$ cat config.mk
export PLATFORM = sky130hd
export DESIGN_NAME = pipe_stage_skid
export DESIGN_NICKNAME = d
export VERILOG_FILES = /design/src/rtl/pipe_stage_skid.sv
export SDC_FILE = /design/constraint.sdc
export NUM_CORES = 1
export LEC_CHECK = 0
export ABC_AREA = 1
export BUFFER_PORTS_ARGS = -buffer_cell sky130_fd_sc_hd__buf_2
export CAP_MARGIN = 20
export CORE_MARGIN = 2
export CORE_UTILIZATION = 40
export CTS_CLUSTER_DIAMETER = 40
export DETAILED_ROUTE_END_ITERATION = 6
export GPL_ROUTABILITY_DRIVEN = 0
export SLEW_MARGIN = 20
export SYNTH_ARGS = -nofsm -noshare
export SYNTH_HDL_FRONTEND = slang
export SYNTH_SLANG_ARGS = --single-unit
$ cat constraint.sdc
create_clock -name clk -period 1.35 [get_ports clk]
set_input_delay 0.0675 -clock clk [delete_from_list [all_inputs] [get_ports clk]]
set_output_delay 0.0675 -clock clk [all_outputs]
set_load 0.02 [all_outputs]
$ cat src/rtl/pipe_stage_skid.sv
// pipe_stage_skid
//   Inter-stage register for the 5-stage pipeline. It carries a control bundle
//   and a datapath bundle behind a valid/ready handshake. A 2-entry skid buffer
//   means in_ready depends only on registered state, never on out_ready.
//   flush inserts a bubble. A saturating counter tracks downstream stalls.
//
// Ports
//   clk, reset         rising-edge clock, async active-low reset
//   flush              sync; drops held entries and any same-cycle input
//   in_valid/in_ready  upstream handshake (in_ready is registered)
//   in_ctrl/in_data    upstream bundles
//   out_valid/out_ready downstream handshake
//   out_ctrl           M.ctrl when valid, else CTRL_SAFE
//   out_data           M.data (holds last value while invalid)
//   stall_cnt/clr_cnt  saturating stall-cycle count and its sync clear
module pipe_stage_skid #(
    parameter int                CTRL_W    = 4,
    parameter int                DATA_W    = 32,
    parameter logic [CTRL_W-1:0] CTRL_SAFE = '0,
    parameter int                CNT_W     = 16
) (
    input  logic              clk,
    input  logic              reset,
    input  logic              flush,
    input  logic              in_valid,
    output logic              in_ready,
    input  logic [CTRL_W-1:0] in_ctrl,
    input  logic [DATA_W-1:0] in_data,
    output logic              out_valid,
    input  logic              out_ready,
    output logic [CTRL_W-1:0] out_ctrl,
    output logic [DATA_W-1:0] out_data,
    output logic [CNT_W-1:0]  stall_cnt,
    input  logic              clr_cnt
);

    typedef enum logic [1:0] {
        EMPTY = 2'd0,
        ONE   = 2'd1,
        FULL  = 2'd2
    } state_t;

    typedef struct packed {
        logic [CTRL_W-1:0] ctrl;
        logic [DATA_W-1:0] data;
    } entry_t;

    localparam logic [CNT_W-1:0] CNT_MAX = {CNT_W{1'b1}};

    state_t state;
    entry_t mReg, sReg, inEntry;
    logic   inReady, outValid;
    logic   inXfer, outXfer;

    assign inEntry = '{ctrl: in_ctrl, data: in_data};
    assign inXfer  = in_valid & inReady;
    assign outXfer = outValid & out_ready;

    // inReady/outValid are registered copies of the occupancy decode, so
    // both handshake outputs come straight from flops.
    always_ff @(posedge clk or negedge reset) begin
        if (!reset) begin
            state    <= EMPTY;
            inReady  <= 1'b1;
            outValid <= 1'b0;
            mReg     <= '0;
            sReg     <= '0;
        end else if (flush) begin
            // Bubble insertion: M/S keep their contents but are no longer valid.
            state    <= EMPTY;
            inReady  <= 1'b1;
            outValid <= 1'b0;
        end else begin
            case (state)
                EMPTY: begin
                    if (inXfer) begin
                        mReg     <= inEntry;
                        state    <= ONE;
                        outValid <= 1'b1;
                    end
                end
                ONE: begin
                    if (inXfer && outXfer) begin
                        mReg <= inEntry;
                    end else if (inXfer) begin
                        sReg    <= inEntry;
                        state   <= FULL;
                        inReady <= 1'b0;
                    end else if (outXfer) begin
                        state    <= EMPTY;
                        outValid <= 1'b0;
                    end
                end
                FULL: begin
                    // in_ready is low here, so only a drain can happen.
                    if (outXfer) begin
                        mReg    <= sReg;
                        state   <= ONE;
                        inReady <= 1'b1;
                    end
                end
                default: begin
                    state    <= EMPTY;
                    inReady  <= 1'b1;
                    outValid <= 1'b0;
                end
            endcase
        end
    end

    // Clear wins over increment. Flush neither clears nor counts.
    always_ff @(posedge clk or negedge reset) begin
        if (!reset) begin
            stall_cnt <= '0;
        end else if (clr_cnt) begin
            stall_cnt <= '0;
        end else if (outValid && !out_ready && !flush && stall_cnt != CNT_MAX) begin
            stall_cnt <= stall_cnt + CNT_W'(1);
        end
    end

    assign in_ready  = inReady;
    assign out_valid = outValid;
    assign out_ctrl  = outValid ? mReg.ctrl : CTRL_SAFE;
    assign out_data  = mReg.data;

endmodule

[Word level (Yosys, flattened, before mapping)]
Cells that the tools add are included.
Storage, ports and cells
  register bits: 92
  bits of input ports: 42
  output and inout bits: 54
Operators by class
  add/sub/neg operators: 1
  equal/unequal tests: 15
  muxes and demuxes: 25
  bitwise operators: 4
  reductions and logical operators: 14
Operators with widths (number)
  36-bit 2-to-1 mux: 3
  36-bit case mux with 3 select lines: 1
  16-bit 2-to-1 mux: 2
  3-bit inequality test (second input constant): 6
  16-bit by 1-bit adder with 16-bit output (second input constant): 1
  16-bit inequality test (second input constant): 1
  2-bit 2-to-1 mux: 6
  4-bit AND reduction: 3
  2-bit inequality test (second input constant): 5
  5-bit AND reduction: 2
  1-bit 2-to-1 mux: 9
  1-bit case mux with 3 select lines: 2
  2-bit case mux with 3 select lines: 1
  1-bit logical AND: 4
  4-bit 2-to-1 mux: 1
  4-bit inequality test (second input constant): 1
  3-bit nonzero test: 1
  1-bit AND: 2
  2-bit by 1-bit == test with 1-bit output (second input constant): 1
  2-bit == test (second input constant): 1
  1-bit logical NOT: 2
  2-bit logical NOT: 1
  1-bit NOT: 2
  2-bit nonzero test: 1

[Longest topological paths before layout]
  depth after elaboration: 6
  mapped depth: 10

[Worst setup path before layout]
OpenSTA, ideal clock, no wires.
  path type: register to register
  start: reg stall_cnt[1]
  end: reg stall_cnt[6]
  setup time: 0.118 ns
  arrival: 1.463 ns
  required time: 1.232 ns
  slack: -0.231 ns
  stages on the path, launching flop included: 10
  buffers on the path: 1
  period minus slack after synthesis: 1.581 ns
  cells stage by stage: dfrtp_1 > ha_1 > nand2_2 > nor2_4 > nand2_2 > nor2_4 > nor2_2 > buf_2 > nand3_1 > nand2_1
Between the ends
  word-level cells in the longest chain between the ends: 3
  elaborated cells between the ends (all ways): 6
RTL lines
  from (decl): RTL line 33  | output logic [CNT_W-1:0] stall_cnt,
  from (signal assigned): RTL line 118  | stall_cnt <= stall_cnt + CNT_W'(1);
  16-bit by 1-bit adder with 16-bit output or 16-bit inequality test (tied branches): RTL line 118, 117
  16-bit 2-to-1 mux or 1-bit logical AND (tied branches): RTL line 117  | end else if (outValid && !out_ready && !flush && stall_cnt != CNT_MAX) begin
  16-bit 2-to-1 mux or 2-bit nonzero test (tied branches)
Several ways; a longest one is shown, not always the timed one. The select of a mux whose other input is x is not followed.
A chain may end at the register's enable or synchronous reset.

[Worst setup path after layout]
  start: reg inReady (netlist: in_ready)
  end: reg sReg[21] (netlist name)
Between the ends
  word-level cells in the longest chain between the ends: 4
RTL lines
  from (decl): RTL line 52  | logic inReady, outValid;
  from (signal assigned): RTL line 64  | inReady <= 1'b1;
  from (signal assigned): RTL line 71  | inReady <= 1'b1;
  from (signal assigned): RTL line 88  | inReady <= 1'b0;
  1-bit AND (*): RTL line 56  | assign inXfer = in_valid & inReady;
  1-bit logical AND: RTL line 83  | if (inXfer && outXfer) begin
  1-bit NOT (no source line)
  4-bit AND reduction (no source line) (*)
  to (signal assigned): RTL line 86  | sReg <= inEntry;
  to (decl): RTL line 51  | entry_t mReg, sReg, inEntry;
Every way passes the cells marked *; elsewhere a longest branch is shown, timed or not.

==> metrics.txt <==
# TYPE chip_impl_metric gauge
chip_impl_metric{name="number_of_antenna_violations_at_the_first_check_in_global_routing",unit=""} 0
chip_impl_metric{name="worst_r2r_path_depth",unit=""} 5
chip_impl_metric{name="layout.cell_area.non_filler",unit="mm2"} 0.007228
chip_impl_metric{name="p_seq_share",unit="%"} 37.3
chip_impl_metric{name="dieHeight",unit="um"} 113.2
chip_impl_metric{name="top_level_ports",unit=""} 96
chip_impl_metric{name="synthArstFlopShare",unit="%"} 100.0
chip_impl_metric{name="postSynthCellCount",unit=""} 588
chip_impl_metric{name="core-area",unit="mm2"} 0.01152
chip_impl_metric{name="finalWorstPathRequiredPeriod",unit="ns"} 1.464
chip_impl_metric{name="dp.final_hpwl",unit="um"} 7634
chip_impl_metric{name="synth_nets",unit=""} 631
chip_impl_info{name="leading_area_contributor_after_synthesis",value="dfrtp_1"} 1
chip_impl_metric{name="tot_gr_track_use",unit="%"} 18.25
chip_impl_metric{name="cts_num_sinks",unit=""} 92
chip_impl_metric{name="final_net_count",unit=""} 787
chip_impl_metric{name="flow.area_growth_from_synthesis",unit="%"} 51.43
chip_impl_info{name="critPathLaunchType",value="register"} 1
chip_impl_info{name="cts-root-buf",value="clkbuf_16"} 1
chip_impl_info{name="cts_tree",value="yes"} 1
chip_impl_metric{name="number_of_vias_after_detailed_routing",unit=""} 4371
chip_impl_metric{name="clock_pin_slew_on_the_worst_setup_and_hold_paths",unit="ns"} 0.07
chip_impl_metric{name="gr-usage-met1",unit="%"} 24.71
chip_impl_metric{name="leakage",unit="nW"} 3.719
chip_impl_metric{name="htree_num_levels",unit=""} 3
chip_impl_metric{name="setup_violations",unit=""} 88
chip_impl_metric{name="post-route-period-util",unit="%"} 108.5
chip_impl_info{name="worst_path_cell_chain",value="nand4_1, or2_4, clkbuf_16, nand2_4, o21ai_2"} 1
chip_impl_metric{name="detail_route.wirelength",unit="um"} 13530
chip_impl_metric{name="synth_top_area_share",unit="%"} 47.71
chip_impl_info{name="ys_top_cells_by_area",value="dfrtp_1 (48%), nand2_1 (14%), o21ai_2 (6.6%)"} 1
chip_impl_metric{name="finish.cell_count_without_fillers",unit=""} 892
chip_impl_info{name="endpoint_kind",value="register"} 1
chip_impl_metric{name="die_w",unit="um"} 113.2
chip_impl_info{name="synth.most_common_cell",value="nand2_1"} 1
chip_impl_metric{name="fmaxAchievable",unit="MHz"} 682.9
chip_impl_metric{name="final_layout_size_suffix_gt1_share",unit="%"} 47.93
chip_impl_metric{name="place_area",unit="mm2"} 0.005574
chip_impl_metric{name="drt_iter0_drc",unit=""} 262
chip_impl_metric{name="timing.setup.tns",unit="ns"} -6.958
chip_impl_metric{name="crit_required",unit="ns"} 1.60
chip_impl_metric{name="post_drt_wl_per_cell",unit="um"} 15.17
chip_impl_metric{name="layout.filler_cells",unit=""} 940
chip_impl_metric{name="fin_worst_skew",unit="ns"} 0.01151
chip_impl_metric{name="drc",unit=""} 8
chip_impl_metric{name="die-area",unit="mm2"} 0.01282
chip_impl_metric{name="max_slew.worst_pin.slew",unit="ns"} 0.3435
chip_impl_metric{name="synth_cell_type_count",unit=""} 27
chip_impl_info{name="failed_checks",value="DRC, setup timing"} 1
chip_impl_metric{name="syn-mean-instance-area",unit="um2"} 8.118
chip_impl_metric{name="gr-usage-met2",unit="%"} 27.94
chip_impl_info{name="synth_top_flop_cell",value="dfrtp_1"} 1
chip_impl_info{name="rsz0062_at_grt",value="yes"} 1
chip_impl_metric{name="port_buffers",unit=""} 95
chip_impl_metric{name="p_sw_share",unit="%"} 38.82
chip_impl_metric{name="power.ir.vdd_worst",unit="V"} 0.0009164
chip_impl_metric{name="max-clock-path-buffers",unit=""} 2
chip_impl_info{name="slowest_stage",value="dfstp_2"} 1
chip_impl_info{name="global_route.peak_usage_layer",value="met2"} 1
chip_impl_metric{name="post_drt_via_cell_ratio",unit=""} 4.900
chip_impl_metric{name="detailedRoute.firstPassIterationCount",unit=""} 6
chip_impl_metric{name="timing.hold.worst_path_depth",unit=""} 3
chip_impl_metric{name="mappedNetlistArea",unit="mm2"} 0.004773
chip_impl_metric{name="cellPowerDensity",unit="mW/mm2"} 1804
chip_impl_metric{name="p_clk_share",unit="%"} 21.6
chip_impl_metric{name="synth.ff_latch_count",unit=""} 92
chip_impl_metric{name="highest_net_fanout_along_the_worst_path",unit=""} 8
chip_impl_info{name="worst-setup-path-type",value="register to register"} 1
chip_impl_metric{name="power.net_switching",unit="mW"} 5.061
chip_impl_metric{name="grt_start_max_net_pins",unit=""} 48
chip_impl_metric{name="first_pass_grt_wire_length",unit="um"} 18750
chip_impl_metric{name="clk_latency",unit="ns"} 0.36
chip_impl_metric{name="critical_path_at",unit="ns"} 1.71
chip_impl_metric{name="global_route_overflow",unit=""} 0
chip_impl_metric{name="power.internal",unit="mW"} 7.977
chip_impl_metric{name="critical-path-max-stage-delay",unit="ns"} 0.54
chip_impl_metric{name="slew_limit_fails",unit=""} 0
chip_impl_metric{name="placement_rows",unit=""} 39
chip_impl_metric{name="final_hold_viol_count",unit=""} 0
chip_impl_metric{name="synth_seq_area_share",unit="%"} 48.26
chip_impl_metric{name="floorplan.initialDensity",unit="%"} 41.45
chip_impl_metric{name="cap_viol_max_count",unit=""} 0
chip_impl_metric{name="finalWorstSetupSlack",unit="ns"} -0.1143
chip_impl_metric{name="via_count_of_the_first_global_routing_pass",unit=""} 3926
chip_impl_metric{name="synth-edff-count",unit=""} 0
chip_impl_metric{name="antenna-diode-count",unit=""} 0
chip_impl_info{name="synth.top_cells.by_count",value="nand2_1 (184), dfrtp_1 (91), inv_1 (60)"} 1
chip_impl_metric{name="post-route-util",unit="%"} 62.77
chip_impl_metric{name="tritoncts.num_buffers",unit=""} 9
chip_impl_metric{name="placedCellCount",unit=""} 814
chip_impl_metric{name="drtAntennaViolNets",unit=""} 0
chip_impl_metric{name="yosys_warnings",unit=""} 0
chip_impl_metric{name="groute.layer.met3.usage",unit="%"} 3.053
chip_impl_info{name="outcome",value="finished, violations left"} 1
chip_impl_info{name="hp-class",value="input port to register"} 1
chip_impl_metric{name="power.share.combinational",unit="%"} 41.1
chip_impl_metric{name="max-slew-margin-rel",unit="%"} 77.10
layer usage:
layer	vias to the layer above	wire length (um)
li1	2164	-
met1	2069	6008
met2	118	6613
met3	20	572
met4	0	337
met5	-	0
state kept, by name, indices dropped and copies added (netlist names):
name	cells
out_data	32
out_valid	1
in_ready	1
stall_cnt	16
state	2
mReg	4
sReg	36
worst max-delay path: cells and delay by family, from the launching register on:
kind / cells / cell delay [ns]
AND/OR/NAND/NOR: 3 / 0.54
flip-flops: 1 / 0.54
buffers and inverters: 1 / 0.21
AO/OA/AOI/OAI: 1 / 0.05
cell usage in the layout, fill, tap and decap left out, drive strengths merged:
master / count
nand4: 9
nand2: 189
bufinv: 2
nor3: 2
o21bai: 1
o211ai: 1
dfstp: 1
dfrtp: 91
clkinvlp: 1
or2: 1
inv: 67
xor2: 1
nor2: 32
o21ai: 119
a21oi: 2
dlygate4sd3: 36
clkbuf: 21
ha: 1
buf: 153
nand3b: 1
nand3: 18
repair_timing:
item,in CTS,in global routing
endpoints found under the hold margin,126,0
hold buffers,36,0
pin swaps,3,10
gates resized for setup,8,143
buffers inserted,3,5
cloned,0,18
endpoints found under the setup margin,64,92
per-stage QoR:
| stage | hold slack (ns) | power [mW] | worst slack [ns] |
|---|---|---|---|
| 2_1_floorplan | -0.2281 | 7.747 | -0.09934 |
| 3_3_place_gp | -0.001488 | 8.243 | -0.09557 |
| 3_5_place_dp | 0.0008168 | 8.403 | -0.1370 |
| 4_1_cts | 0.003366 | 11.39 | -0.07155 |
| 5_1_grt | 0.02557 | 13.77 | -0.1762 |
| 6_report | 0.006172 | 13.04 | -0.1143 |
area by class of cell:
cell class,instances,area (um2),area share [%]
multi-input combinational,377,2440,33.75
sequential,92,2312,31.99
timing repair buffer,201,1733,23.97
inverter,63,236.5,3.272
clock buffer,9,225.2,3.116
tap,143,178.9,2.475
clock inverter,7,102.6,1.419
worst paths after layout:
| kind | start | endpoint | slack, ns |
|---|---|---|---|
| setup / recovery | in_ready$_DFFE_PN1P_ | sReg[21]$_DFFE_PN0P_ | -0.11 |
| hold / removal | in_data[11] | sReg[11]$_DFFE_PN0P_ | 0.006 |
| setup reg to reg | in_ready$_DFFE_PN1P_ | sReg[21]$_DFFE_PN0P_ | -0.11 |
| hold reg to reg | out_data[28]$_DFFE_PN0P_ | out_data[28]$_DFFE_PN0P_ | 0.49 |
| max in group asynchronous | reset | sReg[3]$_DFFE_PN0P_ | 0.62 |
| min in group asynchronous | reset | sReg[31]$_DFFE_PN0P_ | 0.16 |
logic make-up after synthesis:
kind of cell               after synthesis  synth area share, %
AOI/OAI and AO/OA                      123                15.83
xor gates and xnor gates                 1               0.1835
adders and majority gates                1               0.2621
buffers and inverters                  120                13.50
DFF                                     92                48.26
and+or+nand+nor                        251                21.97
power groups by stage:
stage               sequential (mW)  combinational (mW)  clock (mW)
finish                         4.87                5.35        2.82
CTS                            4.53                3.98        2.88
global route                   4.99                5.77        3.01
floorplan                      4.46                3.29           0
detailed placement             4.56                3.85           0
global placement               4.50                3.75           0
Note: power is estimated with default switching activity, not from simulation.
